--- config.mk ---
export PLATFORM = sky130hd
export DESIGN_NAME = btn_scan_deb
export DESIGN_NICKNAME = d
export VERILOG_FILES = /design/src/rtl/btn_scan_deb.sv
export SDC_FILE = /design/constraint.sdc
export NUM_CORES = 1
export LEC_CHECK = 0
export ABC_AREA = 1
export CAP_MARGIN = 40
export CORE_ASPECT_RATIO = 0.7
export CORE_MARGIN = 2
export CORE_UTILIZATION = 60
export CTS_BUF_LIST = sky130_fd_sc_hd__clkbuf_8
export DETAILED_ROUTE_END_ITERATION = 10
export PLACE_DENSITY = 0.77
export SLEW_MARGIN = 30
export SYNTH_ARGS = -nofsm -noshare
export SYNTH_HDL_FRONTEND = slang
export SYNTH_SLANG_ARGS = --single-unit
export TNS_END_PERCENT = 20
--- constraint.sdc ---
create_clock -name i_clk -period 3.4 [get_ports i_clk]
set_input_delay 0.68 -clock i_clk [delete_from_list [all_inputs] [get_ports i_clk]]
set_output_delay 0.68 -clock i_clk [all_outputs]
set_load 0.01 [all_outputs]
--- src/rtl/btn_scan_deb.sv ---
// btn_scan_deb: three independent button channels, each synchronized, debounced
// and expanded into press / auto-repeat pulses plus a debounced level.
module btn_scan_deb #(
  parameter logic [19:0] DEB_CLK_CNT   = 20'd50000,
  parameter logic [19:0] REP_DELAY_CNT = 20'd600000,
  parameter logic [19:0] REP_RATE_CNT  = 20'd200000,
  parameter logic        REP_EN        = 1'b1
) (
  input  logic       i_clk,
  input  logic       rst,
  input  logic [2:0] i_btn,
  output logic [2:0] o_press,
  output logic [2:0] o_level
);
  typedef enum logic [2:0] {IDLE, DEB_PRESS, HELD_DELAY, HELD_REPEAT, DEB_RELEASE} state_t;
  logic [2:0] meta_q, sync_q;
  always_ff @(posedge i_clk or posedge rst)
    if (rst) begin
      meta_q <= '0;
      sync_q <= '0;
    end else begin
      meta_q <= i_btn;
      sync_q <= meta_q;
    end
  for (genvar c = 0; c < 3; c++) begin : g_ch
    state_t      state_q, state_d;
    logic [19:0] cnt_q, cnt_d;
    logic        press_q, press_d, level_q, level_d;
    logic        btn, zero;
    assign btn  = sync_q[c];
    assign zero = cnt_q == '0;
    always_ff @(posedge i_clk or posedge rst)
      if (rst) begin
        state_q <= IDLE;
        cnt_q   <= '0;
        press_q <= 1'b0;
        level_q <= 1'b0;
      end else begin
        state_q <= state_d;
        cnt_q   <= cnt_d;
        press_q <= press_d & ~press_q;
        level_q <= level_d;
      end
    // Input changes are tested before expiry so a release always wins over a pending pulse.
    always_comb begin
      state_d = state_q;
      cnt_d   = zero ? cnt_q : cnt_q - 20'd1;
      press_d = 1'b0;
      level_d = level_q;
      case (state_q)
        IDLE:
          if (btn) begin
            state_d = DEB_PRESS;
            cnt_d   = DEB_CLK_CNT;
          end
        DEB_PRESS:
          if (!btn) state_d = IDLE;
          else if (zero) begin
            state_d = HELD_DELAY;
            cnt_d   = REP_DELAY_CNT;
            press_d = 1'b1;
            level_d = 1'b1;
          end
        HELD_DELAY:
          if (!btn) begin
            state_d = DEB_RELEASE;
            cnt_d   = DEB_CLK_CNT;
          end else if (zero && REP_EN) begin
            state_d = HELD_REPEAT;
            cnt_d   = REP_RATE_CNT;
            press_d = 1'b1;
          end
        HELD_REPEAT:
          if (!btn) begin
            state_d = DEB_RELEASE;
            cnt_d   = DEB_CLK_CNT;
          end else if (zero) begin
            cnt_d   = REP_RATE_CNT;
            press_d = 1'b1;
          end
        DEB_RELEASE:
          if (btn) begin
            state_d = HELD_DELAY;
            cnt_d   = REP_DELAY_CNT;
          end else if (zero) begin
            state_d = IDLE;
            level_d = 1'b0;
          end
        default: state_d = IDLE;
      endcase
    end
    assign o_press[c] = press_q;
    assign o_level[c] = level_q;
  end
endmodule

==> results.json <==
{
  "pin_count": 11,
  "ys_ff_latch": 81,
  "crit_required_ns": 3.68,
  "cts-root-buf": "clkbuf_8",
  "slew_headroom_pct": 59.5,
  "cts_buffer_depth": 2,
  "end_kind": "register",
  "cts_tree": "yes",
  "power.internal_uw": 2370,
  "final_area_sq_um": 5900,
  "syn_nets": 816,
  "maxSlewViolCount": 0,
  "postPlaceCellArea_sq_um": 5670,
  "maxCapViolCount": 0,
  "synthCells": 802,
  "final_cell_mix": "207 x nand2_1, 139 x nor2_1, 89 x inv_1",
  "rsz0062_at_grt": "false",
  "ys_warn_count": 0,
  "synth-compound-area-share_pct": 8.31,
  "fin_nets": 823,
  "cp_cell_sequence": "inv_1 -> ha_1 -> nand2_1 -> nor2_1 -> inv_1 -> nor3_2 -> inv_1 -> ha_1 -> o31ai_1",
  "syn_area_per_cell_sq_um": 6.87,
  "fin_crit_ns": 2.07,
  "tns_ns": 0,
  "rows": 29,
  "worst-r2r-cell-count": 9,
  "overflow": 0,
  "tightest_slew_ns": 0.606,
  "path_clk_slew_ns": 0.08,
  "synth_adder_area_share_pct": 2.04,
  "path_class": "reg2reg",
  "power_frac_comb_pct": 49.7,
  "cts_sinks": 81,
  "r2r_end": "g_ch[1].cnt_q[0]$_DFF_PP0_",
  "cp_slowest_cell": "dfrtp_1",
  "synth_cell_type_count": 39,
  "routabilityCongestion": 0.942,
  "drive_above_1_share_pct": 8.23,
  "clk_latency_ns": 0.37,
  "fp.dieH_um": 84.2,
  "vias": 5237,
  "yosys.area_share.simple_pct": 39.8,
  "die_w_um": 119,
  "cts_setup_buffers": 0,
  "grt_antenna_before_repair": 0,
  "start_kind": "register",
  "area_growth_pct": 7.02,
  "r2r_slack_ns": 1.33,
  "netlist_area_sq_um": 5510,
  "ir_drop_mv": 0.475,
  "dpl.hpwl_um": 10500,
  "grt_pass1_vias": 4740,
  "antenna_left": 0,
  "fin_crit_sh_pct": 60.9,
  "critPathLaunch": "g_ch[1].cnt_q[0]$_DFF_PP0_",
  "crit_fanout": 5,
  "wirelength_um": 14000,
  "grt_usage_pct": 29.0,
  "cellLeakagePower_uw": 0.00300,
  "design.core.area_sq_um": 9000,
  "p_total_uw": 4590,
  "cp.arrival_ns": 2.35,
  "hp-class": "reg2reg",
  "status": "finished, final reports clean",
  "place.port_buffers": 10,
  "drt_iter0_markers": 586,
  "ys_seq_area_share_pct": 36.8,
  "drc": 0,
  "swShare_pct": 48.3,
  "r2r_start": "g_ch[1].cnt_q[0]$_DFF_PP0_",
  "cts_hold_buf": 0,
  "max_freq_mhz": 483,
  "routed_via_density": 5.58,
  "hold_viol_final": 0,
  "crit_end": "g_ch[1].cnt_q[0]$_DFF_PP0_",
  "final_core_util_pct": 65.5,
  "diodes": 0,
  "synth_xor_area_share_pct": 4.29,
  "grt_first_pass_wirelength_um": 23100,
  "setup_viol": 0,
  "fp.dieArea_sq_um": 9980,
  "power.density_nw_per_um2": 778,
  "synth_top_family_by_area": "simple AND/OR/NAND/NOR gates",
  "final_common_cell": "nand2_1",
  "cp_common_cell": "inv_1",
  "first_pass_iters": 5,
  "post_drt_wl_per_cell_um": 15.0,
  "muxShareOfSynthArea_pct": 0,
  "p_seq_share_pct": 33.4,
  "power.share.clock_pct": 16.8,
  "grt_max_degree": 50,
  "post_cts_resized": 0,
  "start_util_pct": 61.2,
  "cts_buffers": 9,
  "switchingPower_uw": 2220,
  "htree_levels": 3,
  "cp_slowest_stage_delay_ns": 0.37,
  "fin_skew_ns": 0.00990
}
-- logic make-up after synthesis --
group	Yosys count
AO/OA/AOI/OAI	86
XOR/XNOR	27
adder cells (fa/ha/maj)	9
buffers and inverters	114
flip-flops	81
AND/OR/NAND/NOR	485
-- final cells by class --
cell class,count,area [sq um]
Clock buffer,11,151
Sequential cell,81,2030
Multi-Input combinational cell,607,3000
Clock inverter,5,62.6
Tap cell,124,155
Timing Repair Buffer,12,131
Fill cell,847,3100
Inverter,98,369
-- state kept, by name, summed over array words and instances (netlist names) --
| name | flops |
|---|---|
| g_ch.cnt_q | 60 |
| g_ch.level_q | 3 |
| g_ch.press_q | 3 |
| sync_q | 3 |
| meta_q | 3 |
| g_ch.state_q | 9 |
-- metrics by stage --
| stage | setup WS [ns] | instances | hold WS [ns] |
|---|---|---|---|
| 6_report | 1.33 | 938 | 0.353 |
| 2_1_floorplan | 0.640 | 802 | 0.331 |
| 3_5_place_dp | 1.18 | 921 | 0.336 |
| 4_1_cts | 1.17 | 937 | 0.357 |
| 5_1_grt | 1.17 | 938 | 0.367 |
| 3_3_place_gp | 1.20 | 921 | 0.332 |
-- how the worst min path moves through the flow --
stage / slack [ns] / to / depth (start not counted) / startpoint
final: 0.35 / sync_q[1]$_DFF_PP0_ / 0 / meta_q[1]$_DFF_PP0_
after global routing: 0.37 / sync_q[1]$_DFF_PP0_ / 0 / meta_q[1]$_DFF_PP0_
after CTS: 0.36 / sync_q[1]$_DFF_PP0_ / 0 / meta_q[1]$_DFF_PP0_
after global placement: 0.33 / sync_q[0]$_DFF_PP0_ / 0 / meta_q[0]$_DFF_PP0_
after detailed placement: 0.34 / sync_q[1]$_DFF_PP0_ / 0 / meta_q[1]$_DFF_PP0_
after floorplan: 0.33 / sync_q[0]$_DFF_PP0_ / 0 / meta_q[0]$_DFF_PP0_
-- worst max-delay path, delay by kind of cell (launching register included) --
family / cells / cell delay (ns)
adder cells (fa/ha/maj): 2 / 0.51
buffers and inverters: 3 / 0.38
AO/OA/AOI/OAI: 1 / 0.23
flip-flops: 1 / 0.37
AND/OR/NAND/NOR: 3 / 0.49
-- Yosys cell counts --
cell type	number	area share, %
o22ai_1	4	0.45
nand2_1	207	14
dfrtp_1	81	37
and3_1	2	0.23
nand2_2	3	0.34
nor2_1	139	9.5
o21ai_0	33	3.0
o21bai_1	2	0.27
nor2_2	14	1.6
ha_1	9	2.0
a21oi_2	1	0.16
o31ai_1	2	0.27
clkbuf_1	1	0.068
a31oi_1	3	0.34
xor2_1	23	3.7
clkinv_1	2	0.14
xnor2_1	4	0.64
nand3b_1	10	1.4
buf_2	5	0.45
and2_1	1	0.11
inv_1	90	6.1
o21ai_1	10	0.91
nand4_1	16	1.8
nor2_8	1	0.36
nand4_2	1	0.23
nor2_4	6	1.2
nand2_4	2	0.41
o211ai_1	1	0.14
buf_4	7	0.95
nand3_2	7	1.3
a21oi_1	29	2.6
nor3_1	8	0.73
buf_6	3	0.61
nor4_1	1	0.11
inv_2	6	0.41
nor3_2	3	0.54
nand3_1	60	5.4
or2_2	4	0.45
a21boi_1	1	0.14
-- per-layer routing --
layer | routed length, um | global-route usage (%)
met5 | 0 | 0
met4 | 182 | 7.25
met3 | 1210 | 5.71
met2 | 5930 | 42.0
met1 | 6710 | 44.6
-- power by group through the flow --
stage | logic, uW | clock network [uW] | registers (uW)
3_5_place_dp | 2220 | 0 | 1540
6_report | 2280 | 772 | 1530
3_3_place_gp | 2160 | 0 | 1520
4_1_cts | 2240 | 789 | 1520
5_1_grt | 2560 | 820 | 1570
2_1_floorplan | 1790 | 0 | 1440
(Power assumes the default switching activity.)
